## src/rtl/ctrl_wb_seq.sv

```systemverilog
// ----------------------------------------------------------------------------
// ctrl_wb_seq : write-back sequencer for the SMAC output path.
//
// Takes a start from the layer FSM and configures the output mux counter
// with a load strobe and then a clear strobe. It then streams one output word
// per accepted cycle to the output memory. While streaming it steps the mux
// counter (act_wb) and the ReLU group select. Memory back-pressure comes in on
// mem_ready. The pass ends with a one-cycle done pulse.
//
// Ports
//   clk, rst_n        : clock (rising edge), asynchronous active-low reset
//   start             : begin a pass (sampled in IDLE only)
//   abort             : synchronous cancel in any non-IDLE state
//   n_mux[2:0]        : mux inputs per group, clamped to 1..4, latched on start
//   n_groups[GRP_W-1:0]: group count, 0 encodes 2^GRP_W, latched on start
//   base_addr         : first write address, latched on start
//   mem_ready         : output memory accepts the word this cycle
//   busy, done        : status / completion pulse
//   cnt_load, max_val : load strobe and clamped max value to the mux counter
//   cnt_clear, act_wb : clear / advance strobes to the mux counter
//   sel_mux_out       : mirrored output mux select
//   sel_relu          : current group index
//   wr_en, wr_addr    : output memory write request and address
// ----------------------------------------------------------------------------
module ctrl_wb_seq #(
   parameter int ADDR_W = 8,
   parameter int GRP_W  = 4
) (
   input  logic              clk,
   input  logic              rst_n,
   input  logic              start,
   input  logic              abort,
   input  logic [2:0]        n_mux,
   input  logic [GRP_W-1:0]  n_groups,
   input  logic [ADDR_W-1:0] base_addr,
   input  logic              mem_ready,
   output logic              busy,
   output logic              done,
   output logic              cnt_load,
   output logic [2:0]        max_val,
   output logic              cnt_clear,
   output logic              act_wb,
   output logic [1:0]        sel_mux_out,
   output logic [GRP_W-1:0]  sel_relu,
   output logic              wr_en,
   output logic [ADDR_W-1:0] wr_addr
);

   typedef enum logic [2:0] {
      S_IDLE  = 3'd0,
      S_LOAD  = 3'd1,
      S_CLEAR = 3'd2,
      S_WB    = 3'd3,
      S_DONE  = 3'd4
   } state_t;

   state_t            state_reg,     state_next;
   logic [2:0]        n_mux_c_reg,   n_mux_c_next;
   logic [GRP_W-1:0]  n_groups_reg,  n_groups_next;
   logic [ADDR_W-1:0] base_addr_reg, base_addr_next;
   logic [1:0]        mux_idx_reg,   mux_idx_next;
   logic [GRP_W-1:0]  grp_idx_reg,   grp_idx_next;
   logic [ADDR_W-1:0] wr_addr_reg,   wr_addr_next;

   logic [2:0]        n_mux_clamped;
   logic              last_mux;
   logic              last_grp;

   // Out-of-range mux counts are clamped into 1..4 before they reach the counter.
   always_comb begin
      n_mux_clamped = n_mux;
      if (n_mux == 3'd0) begin
         n_mux_clamped = 3'd1;
      end else if (n_mux > 3'd4) begin
         n_mux_clamped = 3'd4;
      end
   end

   // n_groups of 0 stands for 2^GRP_W groups. Subtracting 1 modulo 2^GRP_W
   // gives the last group index for every encoding, including that one.
   assign last_mux = ({1'b0, mux_idx_reg} == (n_mux_c_reg - 3'd1));
   assign last_grp = (grp_idx_reg == (n_groups_reg - GRP_W'(1)));

   always_ff @(posedge clk or negedge rst_n) begin
      if (!rst_n) begin
         state_reg     <= S_IDLE;
         n_mux_c_reg   <= '0;
         n_groups_reg  <= '0;
         base_addr_reg <= '0;
         mux_idx_reg   <= '0;
         grp_idx_reg   <= '0;
         wr_addr_reg   <= '0;
      end else begin
         state_reg     <= state_next;
         n_mux_c_reg   <= n_mux_c_next;
         n_groups_reg  <= n_groups_next;
         base_addr_reg <= base_addr_next;
         mux_idx_reg   <= mux_idx_next;
         grp_idx_reg   <= grp_idx_next;
         wr_addr_reg   <= wr_addr_next;
      end
   end

   always_comb begin
      state_next     = state_reg;
      n_mux_c_next   = n_mux_c_reg;
      n_groups_next  = n_groups_reg;
      base_addr_next = base_addr_reg;
      mux_idx_next   = mux_idx_reg;
      grp_idx_next   = grp_idx_reg;
      wr_addr_next   = wr_addr_reg;
      done           = 1'b0;
      cnt_load       = 1'b0;
      cnt_clear      = 1'b0;
      act_wb         = 1'b0;
      wr_en          = 1'b0;

      case (state_reg)
         S_IDLE: begin
            // abort is ignored here, so start wins when both are high.
            if (start) begin
               n_mux_c_next   = n_mux_clamped;
               n_groups_next  = n_groups;
               base_addr_next = base_addr;
               state_next     = S_LOAD;
            end
         end

         S_LOAD: begin
            if (abort) begin
               cnt_clear  = 1'b1;
               state_next = S_IDLE;
            end else begin
               cnt_load   = 1'b1;
               state_next = S_CLEAR;
            end
         end

         S_CLEAR: begin
            cnt_clear = 1'b1;
            if (abort) begin
               state_next = S_IDLE;
            end else begin
               mux_idx_next = '0;
               grp_idx_next = '0;
               wr_addr_next = base_addr_reg;
               state_next   = S_WB;
            end
         end

         S_WB: begin
            if (abort) begin
               // Abort overrides the accept: nothing is written and the
               // counter is cleared so it is clean for the next pass.
               cnt_clear  = 1'b1;
               state_next = S_IDLE;
            end else begin
               wr_en = 1'b1;
               if (mem_ready) begin
                  act_wb       = 1'b1;
                  wr_addr_next = wr_addr_reg + ADDR_W'(1);
                  if (last_mux) begin
                     // Group wrap happens in the same accept cycle, so there
                     // is no bubble between groups.
                     mux_idx_next = '0;
                     grp_idx_next = grp_idx_reg + GRP_W'(1);
                     if (last_grp) begin
                        state_next = S_DONE;
                     end
                  end else begin
                     mux_idx_next = mux_idx_reg + 2'd1;
                  end
               end
            end
         end

         S_DONE: begin
            if (abort) begin
               cnt_clear = 1'b1;
            end else begin
               done = 1'b1;
            end
            state_next = S_IDLE;
         end

         default: begin
            state_next = S_IDLE;
         end
      endcase
   end

   assign busy        = (state_reg != S_IDLE);
   assign max_val     = n_mux_c_reg;
   assign sel_mux_out = mux_idx_reg;
   assign sel_relu    = grp_idx_reg;
   assign wr_addr     = wr_addr_reg;

endmodule

```

## config.mk

```make
export PLATFORM = sky130hd
export DESIGN_NAME = ctrl_wb_seq
export DESIGN_NICKNAME = d
export VERILOG_FILES = /design/src/rtl/ctrl_wb_seq.sv
export SDC_FILE = /design/constraint.sdc
export NUM_CORES = 1
export LEC_CHECK = 0
export ABC_AREA = 1
export ABC_CLOCK_PERIOD_IN_PS = 4200
export CAP_MARGIN = 15
export CORE_MARGIN = 2
export CORE_UTILIZATION = 53
export CTS_CLUSTER_SIZE = 25
export DETAILED_ROUTE_END_ITERATION = 8
export GPL_TIMING_DRIVEN = 0
export MAX_ROUTING_LAYER = met4
export PLACE_DENSITY = 0.85
export SYNTH_ARGS = -nofsm -noshare
export SYNTH_HDL_FRONTEND = slang
export SYNTH_SLANG_ARGS = --single-unit
```

## constraint.sdc

```tcl
create_clock -name clk -period 4.2 [get_ports clk]
set_clock_uncertainty 0.1 [all_clocks]
set_input_delay 0.63 -clock clk [delete_from_list [all_inputs] [get_ports clk]]
set_output_delay 0.63 -clock clk [all_outputs]
set_load 0.01 [all_outputs]
```

==> results.cfg, run 1 <==
[synth]
ys_seq_elements = 32
ys_async_sr_fraction_pct = 100
netlist_instances = 239
yosys.cell_types.count = 24
synth-simple-area-share_pct = 27.4
synth_fa_ha_area_share_pct = 2.87
synth_compound_area_share_pct = 12.9
dominantRegCellSynth = dfrtp_1
yosys_warnings = 0
synth-seq-area-share_pct = 45.9
synth_area_per_cell_sq_um = 7.29
synth_fp_nets = 263
synth_xor_area_share_pct = 1.51
synth.area.mux_share_pct = 0
synth_top_family_by_area = simple AND/OR/NAND/NOR gates
synth_edf_count = 0
syn_area_sq_um = 1740

[sta]
slew_headroom_pct = 53.6
rsz0062_at_grt = false
tightest_slew_ns = 0.696
report.final.slew_viol_count = 0
setup_violations = 0
period_minus_slack_ns = 2.81
hold_viol = 0
post-route-period-util_pct = 67.0
fin_setup_tns_ns = 0
max_freq_ghz = 0.355

[route]
drc = 0
ant_nets = 0
first_iter_violations = 65
finalWirelength_um = 3760
drtPass1Iterations = 5
avgRoutedWirePerCell_um = 11.3
vias_per_cell = 4.95
num_vias = 1643

[global_route]
grt_pass1_vias = 1451
grt_usage_pct = 23.7
grt_pass1_wl_um = 6270
antenna_found_initial = 0
overflow = 0
grt_max_degree = 33

[pwr]
cellPowerDensity_nw_per_um2 = 685
p_leak_nw = 1.13
peakVddDrop_v = 0.000353

[floorplanning]
rows = 20
dieArea_sq_um = 3760
die_w_um = 61.3
coreArea_sq_um = 3100
die_height_um = 61.3
start_util_pct = 56.2
io_pins = 43

[worst_hold_path]
worstHoldPathType = input port to async pin

[clock_tree]
h-tree-depth = 2
cts_num_sinks = 32
clock_latency_ns = 0.33
cts_resized = 0
cts_setup_buffers = 0
clk_pin_slew_ns = 0.09
cts_buffers = 5
holdBufCountCts = 0
cts_tree = done
clockRootBuffer = clkbuf_4
cts_buffer_depth = 2

[run_status]
status = finished clean

[placed_design]
portBuffers = 42
dp_hpwl_um = 2840
globalplace.congestion = 0.827
place_area_sq_um = 2210

[critical_path]
worstSetupPathType = input port to output pin
crit_arrival_ns = 2.08
cp.required_ns = 3.47
worstSetupEndpointType = output pin
crit_path_cell_trace = clkdlybuf4s50_1 -> nor4_1 -> clkdlybuf4s50_1
max_stage_delay_ns = 0.61
path_common_cell = clkdlybuf4s50_1
worstSetupStartpointType = input port
crit_slowest_cell = clkdlybuf4s50_1
cp_max_fo = 7

[finish]
antennaDiodeCount = 0
final_area_sq_um = 2280
num-nets-final = 312
final_layout_size_suffix_gt1_share_pct = 7.99
syn_to_final_growth_pct = 30.7

[run]
drv_cap = 0
[worst max-delay path, delay by kind of cell]
kind	cells	cell delay, ns
buf+inv	2	1.13
simple gates	1	0.32
[cells by family (layout without fill, tap and decap cells)]
logic type               count (synthesis)  after routing
AO/OA/AOI/OAI                           43             43
XOR/XNOR                                 3              3
adder cells (fa/ha/maj)                  4              4
buffers and inverters                   41             90
flip-flops                              32             32
AND/OR/NAND/NOR                        116            116
[layout make-up]
type                    instances  area (sq um)
plain buffers                   5          27.5
repair buffers                 42           415
multi-input cells             166           779
fillers                       263           825
clock buffers                   7          65.1
flip-flops and latches         32           801
well taps                      44          55.1
inverters                      36           135
[cells in the final DEF, fill, tap and decap left out, types with 5 or more instances in the layout]
cell and instances:
buf_2 5, inv_1 32, nand3_1 13, clkbuf_4 5, nor2_1 24, nand2_1 71
dfrtp_1 32, a21oi_1 17, clkdlybuf4s50_1 41, o21ai_0 14, o21ai_1 8
[cell usage after synthesis (2+ instances only)]
cell type	n	area, sq um
nand3_1	13	65.1
nand2_1	71	267
o21ai_1	8	40.0
xor2_1	2	17.5
dfrtp_1	32	801
inv_1	32	120
ha_1	4	50.1
nand2_2	2	12.5
o21ai_0	14	70.1
buf_2	4	20.0
a21oi_1	17	85.1
nor2_1	24	90.1
nor3_1	2	10.0
inv_2	4	15.0
[routing by layer]
metal / routed length (um) / global-route usage [%]
met1: 1800 / 30.5
met4: 65 / 8.81
met5: 0 / -
met3: 145 / 6.72
met2: 1750 / 35.7
[per-stage QoR]
stage	hold WS [ns]	setup slack, ns	utilization [%]	instances	total power, mW
2_1_floorplan	0.234	2.42	-	239	1.04
3_3_place_gp	0.355	1.39	71.5	325	1.34
3_5_place_dp	0.365	1.38	71.3	325	1.37
4_1_cts	0.244	1.39	73.4	332	1.57
5_1_grt	0.273	1.31	73.4	332	1.70
6_report	0.228	1.39	73.4	332	1.56
[power breakdown]
part	switching [mW]	leakage, nW	internal [mW]
Clock	0.101	0.0374	0.0948
Combinational	0.419	0.691	0.364
Sequential	0.133	0.398	0.449
Total	0.652	1.13	0.908
[worst paths after layout]
kind                                        from                to  slack (ns)  cells after the start
worst max-delay path                       abort          cnt_load        1.39                      3
worst min-delay path                       rst_n      state_reg[1]        0.23                      1
worst max register to register        max_val[0]       sel_relu[1]        2.37                      9
worst min register to register  base_addr_reg[0]  base_addr_reg[0]        0.38                      2
max in group asynchronous                  rst_n  base_addr_reg[4]        3.33                      1
min in group clk                base_addr_reg[0]  base_addr_reg[0]        0.38                      2
Note: power is estimated with default switching activity, not from simulation.
==> run 2: changes to the inputs <==
--- a/config.mk
+++ b/config.mk
@@ -6,15 +6,15 @@
 export NUM_CORES = 1
 export LEC_CHECK = 0
 export ABC_AREA = 1
-export ABC_CLOCK_PERIOD_IN_PS = 4200
+export ABC_CLOCK_PERIOD_IN_PS = 2900
 export CAP_MARGIN = 15
 export CORE_MARGIN = 2
-export CORE_UTILIZATION = 53
+export CORE_UTILIZATION = 49
 export CTS_CLUSTER_SIZE = 25
 export DETAILED_ROUTE_END_ITERATION = 8
 export GPL_TIMING_DRIVEN = 0
 export MAX_ROUTING_LAYER = met4
-export PLACE_DENSITY = 0.85
+export PLACE_DENSITY = 0.79
 export SYNTH_ARGS = -nofsm -noshare
 export SYNTH_HDL_FRONTEND = slang
 export SYNTH_SLANG_ARGS = --single-unit
==> constraint.sdc (replaced) <==
create_clock -name clk -period 2.9 [get_ports clk]
set_clock_uncertainty 0.1 [all_clocks]
set_input_delay 0.435 -clock clk [delete_from_list [all_inputs] [get_ports clk]]
set_output_delay 0.435 -clock clk [all_outputs]
set_load 0.01 [all_outputs]
==> results.cfg, run 2 (synthesis gave the netlist of run 1 again) <==
[global_route]
met1_usage_pct = 28.0
grt_pass1_vias = 1542
overflow = 0
antenna_found_initial = 0
grt_max_degree = 33
grt_usage_pct = 22.1
grtUsageMet3_pct = 5.36
grt_pass1_wl_um = 6730
busiest_layer = met2
use_met2_pct = 34.7

[route]
ant_nets = 0
finalWirelength_um = 3820
avgRoutedWirePerCell_um = 11.4
vias_per_cell = 4.89
num_vias = 1637
drtPass1Iterations = 4
first_iter_violations = 104
drc = 0

[floorplanning]
die_height_um = 63.6
start_util_pct = 51.4
die_w_um = 63.6
rows = 21
io_pins = 43
dieArea_sq_um = 4050
coreArea_sq_um = 3390

[clock_tree]
cts_resized = 0
holdBufCountCts = 0
clock_latency_ns = 0.34
cts_buffer_depth = 2
clockRootBuffer = clkbuf_4
h-tree-depth = 2
cts_tree = done
cts_setup_buffers = 0
cts_buffers = 5
clk_pin_slew_ns = 0.11
cts_num_sinks = 32

[finish]
regArea_sq_um = 801
num-nets-final = 312
final_cell_mix = 71 x nand2_1, 41 x clkdlybuf4s50_1, 32 x inv_1, 32 x dfrtp_1, 24 x nor2_1
syn_to_final_growth_pct = 32.6
final_layout_size_suffix_gt1_share_pct = 8.30
antennaDiodeCount = 0
mostFrequentLayoutCell = nand2_1
multi_input_area_sq_um = 779
nFillCells = 274

[sta]
fin_setup_tns_ns = 0
hold_viol = 0
report.final.slew_viol_count = 0
slew_headroom_pct = 53.6
rsz0062_at_grt = false
period_minus_slack_ns = 2.45
setup_violations = 0
max_freq_ghz = 0.409
tightest_slew_ns = 0.696
post-route-period-util_pct = 84.4

[critical_path]
cp.required_ns = 2.37
critPathTopFamily = buffers and inverters
critPathBufInv = 3
cp_max_fo = 5
crit_arrival_ns = 1.91
worstSetupStartpointType = flip-flop
worstSetupPathType = flip-flop to output pin
crit_slowest_cell = clkdlybuf4s50_1
crit_path_cell_trace = inv_2 -> nand2_2 -> nor2_4 -> inv_2 -> nor3_2 -> clkdlybuf4s50_1
path_common_cell = inv_2
worstSetupEndpointType = output pin
r2r_slack_ns = 0.99
max_stage_delay_ns = 0.60

[pwr]
p_seq_share_pct = 35.9
p_leak_nw = 1.14
peakVddDrop_v = 0.000737
p_int_mw = 1.41
p_switching_uw = 947
cellPowerDensity_nw_per_um2 = 1020
swShare_pct = 40.2
p_clk_share_pct = 16.2
power_mw = 2.35
power_frac_comb_pct = 47.9

[placed_design]
globalplace.congestion = 0.797
dp_hpwl_um = 2840
portBuffers = 42

[run_status]
status = finished clean

[run]
drv_cap = 0

[worst_hold_path]
worstHoldPathType = input port to async pin
-- run 2: cell count changes in the layout (fill, tap and decap cells not counted), sizes merged --
cell / before / now
bufinv: 0 / 1
-- run 2: final cells by class --
cell class / instances / share of cell area [%]
Tap cell: 46 / 2.49
Clock buffer: 7 / 2.82
Buffer: 5 / 1.19
Multi-Input combinational cell: 166 / 33.7
Timing Repair Buffer: 42 / 18.0
Clock inverter: 1 / 1.30
Inverter: 36 / 5.85
Sequential cell: 32 / 34.7
-- run 2: path summary, 6_finish.rpt --
kind                                    end        startpoint  cells past startpoint
hold / removal                   wr_addr[5]             rst_n                      1
max in group asynchronous   n_groups_reg[2]             rst_n                      1
hold reg to reg            base_addr_reg[7]  base_addr_reg[7]                      2
min in group clk           base_addr_reg[7]  base_addr_reg[7]                      2
setup reg to reg                sel_relu[2]        max_val[0]                      9
setup / recovery                     act_wb      state_reg[2]                      6
-- run 2: stage by stage --
step                setup WS (ns)  instances  util [%]  hold WS, ns  instance area (sq um)
CTS                         0.429        335      68.2       0.0625                   2310
floorplan                    1.27        239         -       0.0394                   1740
finish                      0.453        335      68.2       0.0368                   2310
detailed placement          0.477        327      65.4        0.363                   2220
global route                0.336        335      68.2       0.0871                   2310
global placement            0.479        327      65.5        0.356                   2220
-- run 2: power groups by stage --
| stage | Clock [mW] | Combinational [mW] | Sequential [mW] |
|---|---|---|---|
| 3_3_place_gp | 0 | 1.10 | 0.844 |
| 3_5_place_dp | 0 | 1.13 | 0.850 |
| 5_1_grt | 0.411 | 1.29 | 0.876 |
| 6_report | 0.381 | 1.13 | 0.844 |
| 2_1_floorplan | 0 | 0.651 | 0.856 |
| 4_1_cts | 0.388 | 1.14 | 0.844 |
-- run 2: per-layer routing --
layer | share of wire, % | wire length [um]
met5 | 0 | 0
met4 | 1.3 | 51
met3 | 6.3 | 240
met2 | 48 | 1820
met1 | 45 | 1710
==> run 3: changes to the inputs <==
--- a/config.mk
+++ b/config.mk
@@ -6,15 +6,15 @@
 export NUM_CORES = 1
 export LEC_CHECK = 0
 export ABC_AREA = 1
-export ABC_CLOCK_PERIOD_IN_PS = 2900
+export ABC_CLOCK_PERIOD_IN_PS = 2100
 export CAP_MARGIN = 15
 export CORE_MARGIN = 2
-export CORE_UTILIZATION = 49
+export CORE_UTILIZATION = 44
 export CTS_CLUSTER_SIZE = 25
 export DETAILED_ROUTE_END_ITERATION = 8
 export GPL_TIMING_DRIVEN = 0
 export MAX_ROUTING_LAYER = met4
-export PLACE_DENSITY = 0.79
+export PLACE_DENSITY = 0.75
 export SYNTH_ARGS = -nofsm -noshare
 export SYNTH_HDL_FRONTEND = slang
 export SYNTH_SLANG_ARGS = --single-unit
==> constraint.sdc (replaced) <==
create_clock -name clk -period 2.1 [get_ports clk]
set_clock_uncertainty 0.1 [all_clocks]
set_input_delay 0.315 -clock clk [delete_from_list [all_inputs] [get_ports clk]]
set_output_delay 0.315 -clock clk [all_outputs]
set_load 0.01 [all_outputs]
==> results.cfg, run 3 (synthesis gave the netlist of run 1 again) <==
[critical_path]
worstSetupPathType = flip-flop to output pin
critPathBufInv = 1
crit_arrival_ns = 1.61
r2r_slack_ns = 0.34
max_stage_delay_ns = 0.59
reg2regPathDepth = 9
cp.required_ns = 1.68
crit_path_cell_trace = nor4_2 -> clkdlybuf4s50_1
critPathTopFamily = buffers and inverters
critical_path_depth = 2
r2r-start = max_val[0]
worstSetupEndpointType = output pin
worstSetupStartpointType = flip-flop
endpoint = cnt_load
critPathLaunch = state_reg[1]
reg2reg_to = sel_relu[1]
cp_max_fo = 3
crit_slowest_cell = clkdlybuf4s50_1

[global_route]
grt_pass1_wl_um = 6520
grt_max_degree = 33
antenna_found_initial = 0
grt_usage_pct = 19.7
grt_pass1_vias = 1487
overflow = 0

[finish]
nFillCells = 350
instances_no_fill = 338
final_cell_mix = 71 x nand2_1, 37 x clkdlybuf4s50_1, 32 x inv_1
num-nets-final = 313
final_layout_size_suffix_gt1_share_pct = 10.3
utilization_pct = 63.6
antennaDiodeCount = 0
mostFrequentLayoutCell = nand2_1
syn_to_final_growth_pct = 36.5
final_area_sq_um = 2380

[pwr]
peakVddDrop_v = 0.000825
cellPowerDensity_nw_per_um2 = 1430
p_seq_share_pct = 34.6
p_int_mw = 2.06
power_mw = 3.41
power_frac_comb_pct = 46.5
p_switching_mw = 1.35
swShare_pct = 39.6
p_clk_share_pct = 18.9
p_leak_nw = 1.19

[clock_tree]
clk_pin_slew_ns = 0.07
h-tree-depth = 2
cts_num_sinks = 32
cts_tree = done
cts_buffer_depth = 2
clock_latency_ns = 0.28
clockRootBuffer = clkbuf_8
holdBufCountCts = 0
cts_buffers = 5

[route]
num_vias = 1621
first_iter_violations = 62
finalWirelength_um = 3890
drtPass1Iterations = 4
avgRoutedWirePerCell_um = 11.5
drc = 0
ant_nets = 0
vias_per_cell = 4.80

[floorplanning]
die_w_um = 66.9
dieArea_sq_um = 4480
rows = 22
die_height_um = 66.9
coreArea_sq_um = 3740
io_pins = 43
start_util_pct = 46.6

[run]
drv_cap = 0

[placed_design]
portBuffers = 42
globalplace.congestion = 0.787
place_area_sq_um = 2220
placed_cells = 329
dp_slack_ns = -0.0569
dp_hpwl_um = 2830

[sta]
slew_headroom_pct = 52.9
hold_viol = 32
hold_slack_ns = -0.0167
period_minus_slack_ns = 2.03
tightest_slew_ns = 0.707
setup_slack_ns = 0.0743
report.final.slew_viol_count = 0
max_freq_ghz = 0.494
setup_violations = 0
post-route-period-util_pct = 96.5

[worst_hold_path]
worstHoldPathType = input port to async pin

[run_status]
status = complete, but fails checks
violations = hold timing
==> run 3: worst min path at each step <==
stage | start | to | slack [ns] | cells past startpoint
after floorplan | rst_n | base_addr_reg[0] | -0.08 | 0
after global placement | base_addr_reg[2] | base_addr_reg[2] | 0.36 | 2
after detailed placement | rst_n | state_reg[2] | 0.31 | 1
after CTS | rst_n | n_groups_reg[0] | 0.01 | 1
after global routing | rst_n | n_groups_reg[0] | 0.05 | 1
final | rst_n | sel_mux_out[1] | -0.02 | 1
==> run 3: through the flow <==
step / TNS (ns) / hold WS [ns]
global route: -0.0255 / 0.0517
finish: 0 / -0.0167
detailed placement: -0.109 / 0.309
CTS: 0 / 0.0108
floorplan: 0 / -0.0806
global placement: -1.41 / 0.359
==> run 3: timing repair <==
action	4_1_cts	5_1_grt
setup endpoints to repair	4	3
pin swaps	0	1
endpoints found under the hold margin	0	0
gates resized for setup	5	6
setup buffers	0	1
==> run 3: power by group through the flow <==
stage	Clock, mW	Combinational [mW]	Sequential [mW]
floorplan	0	0.899	1.18
global placement	0	1.53	1.16
detailed placement	0	1.57	1.17
CTS	0.651	1.59	1.17
global route	0.681	1.80	1.22
finish	0.645	1.59	1.18
==> run 3: layer usage <==
layer  up-vias  part of all wire (%)  global-route usage [%]
li1        854                     -                       -
met1       711                    47                    25.7
met2        49                    46                    30.9
met3         7                   4.5                    3.21
met4         0                   1.9                    7.14
met5         -                     0                       -
==> run 3: area by class of cell <==
type	count	area, sq um	area share (%)
Inverter	36	135	5.68
Tap cell	48	60.1	2.52
Clock buffer	7	96.3	4.05
Timing Repair Buffer	43	425	17.9
Clock inverter	1	30.0	1.26
Buffer	5	27.5	1.16
Multi-Input combinational cell	166	802	33.7
Sequential cell	32	803	33.8
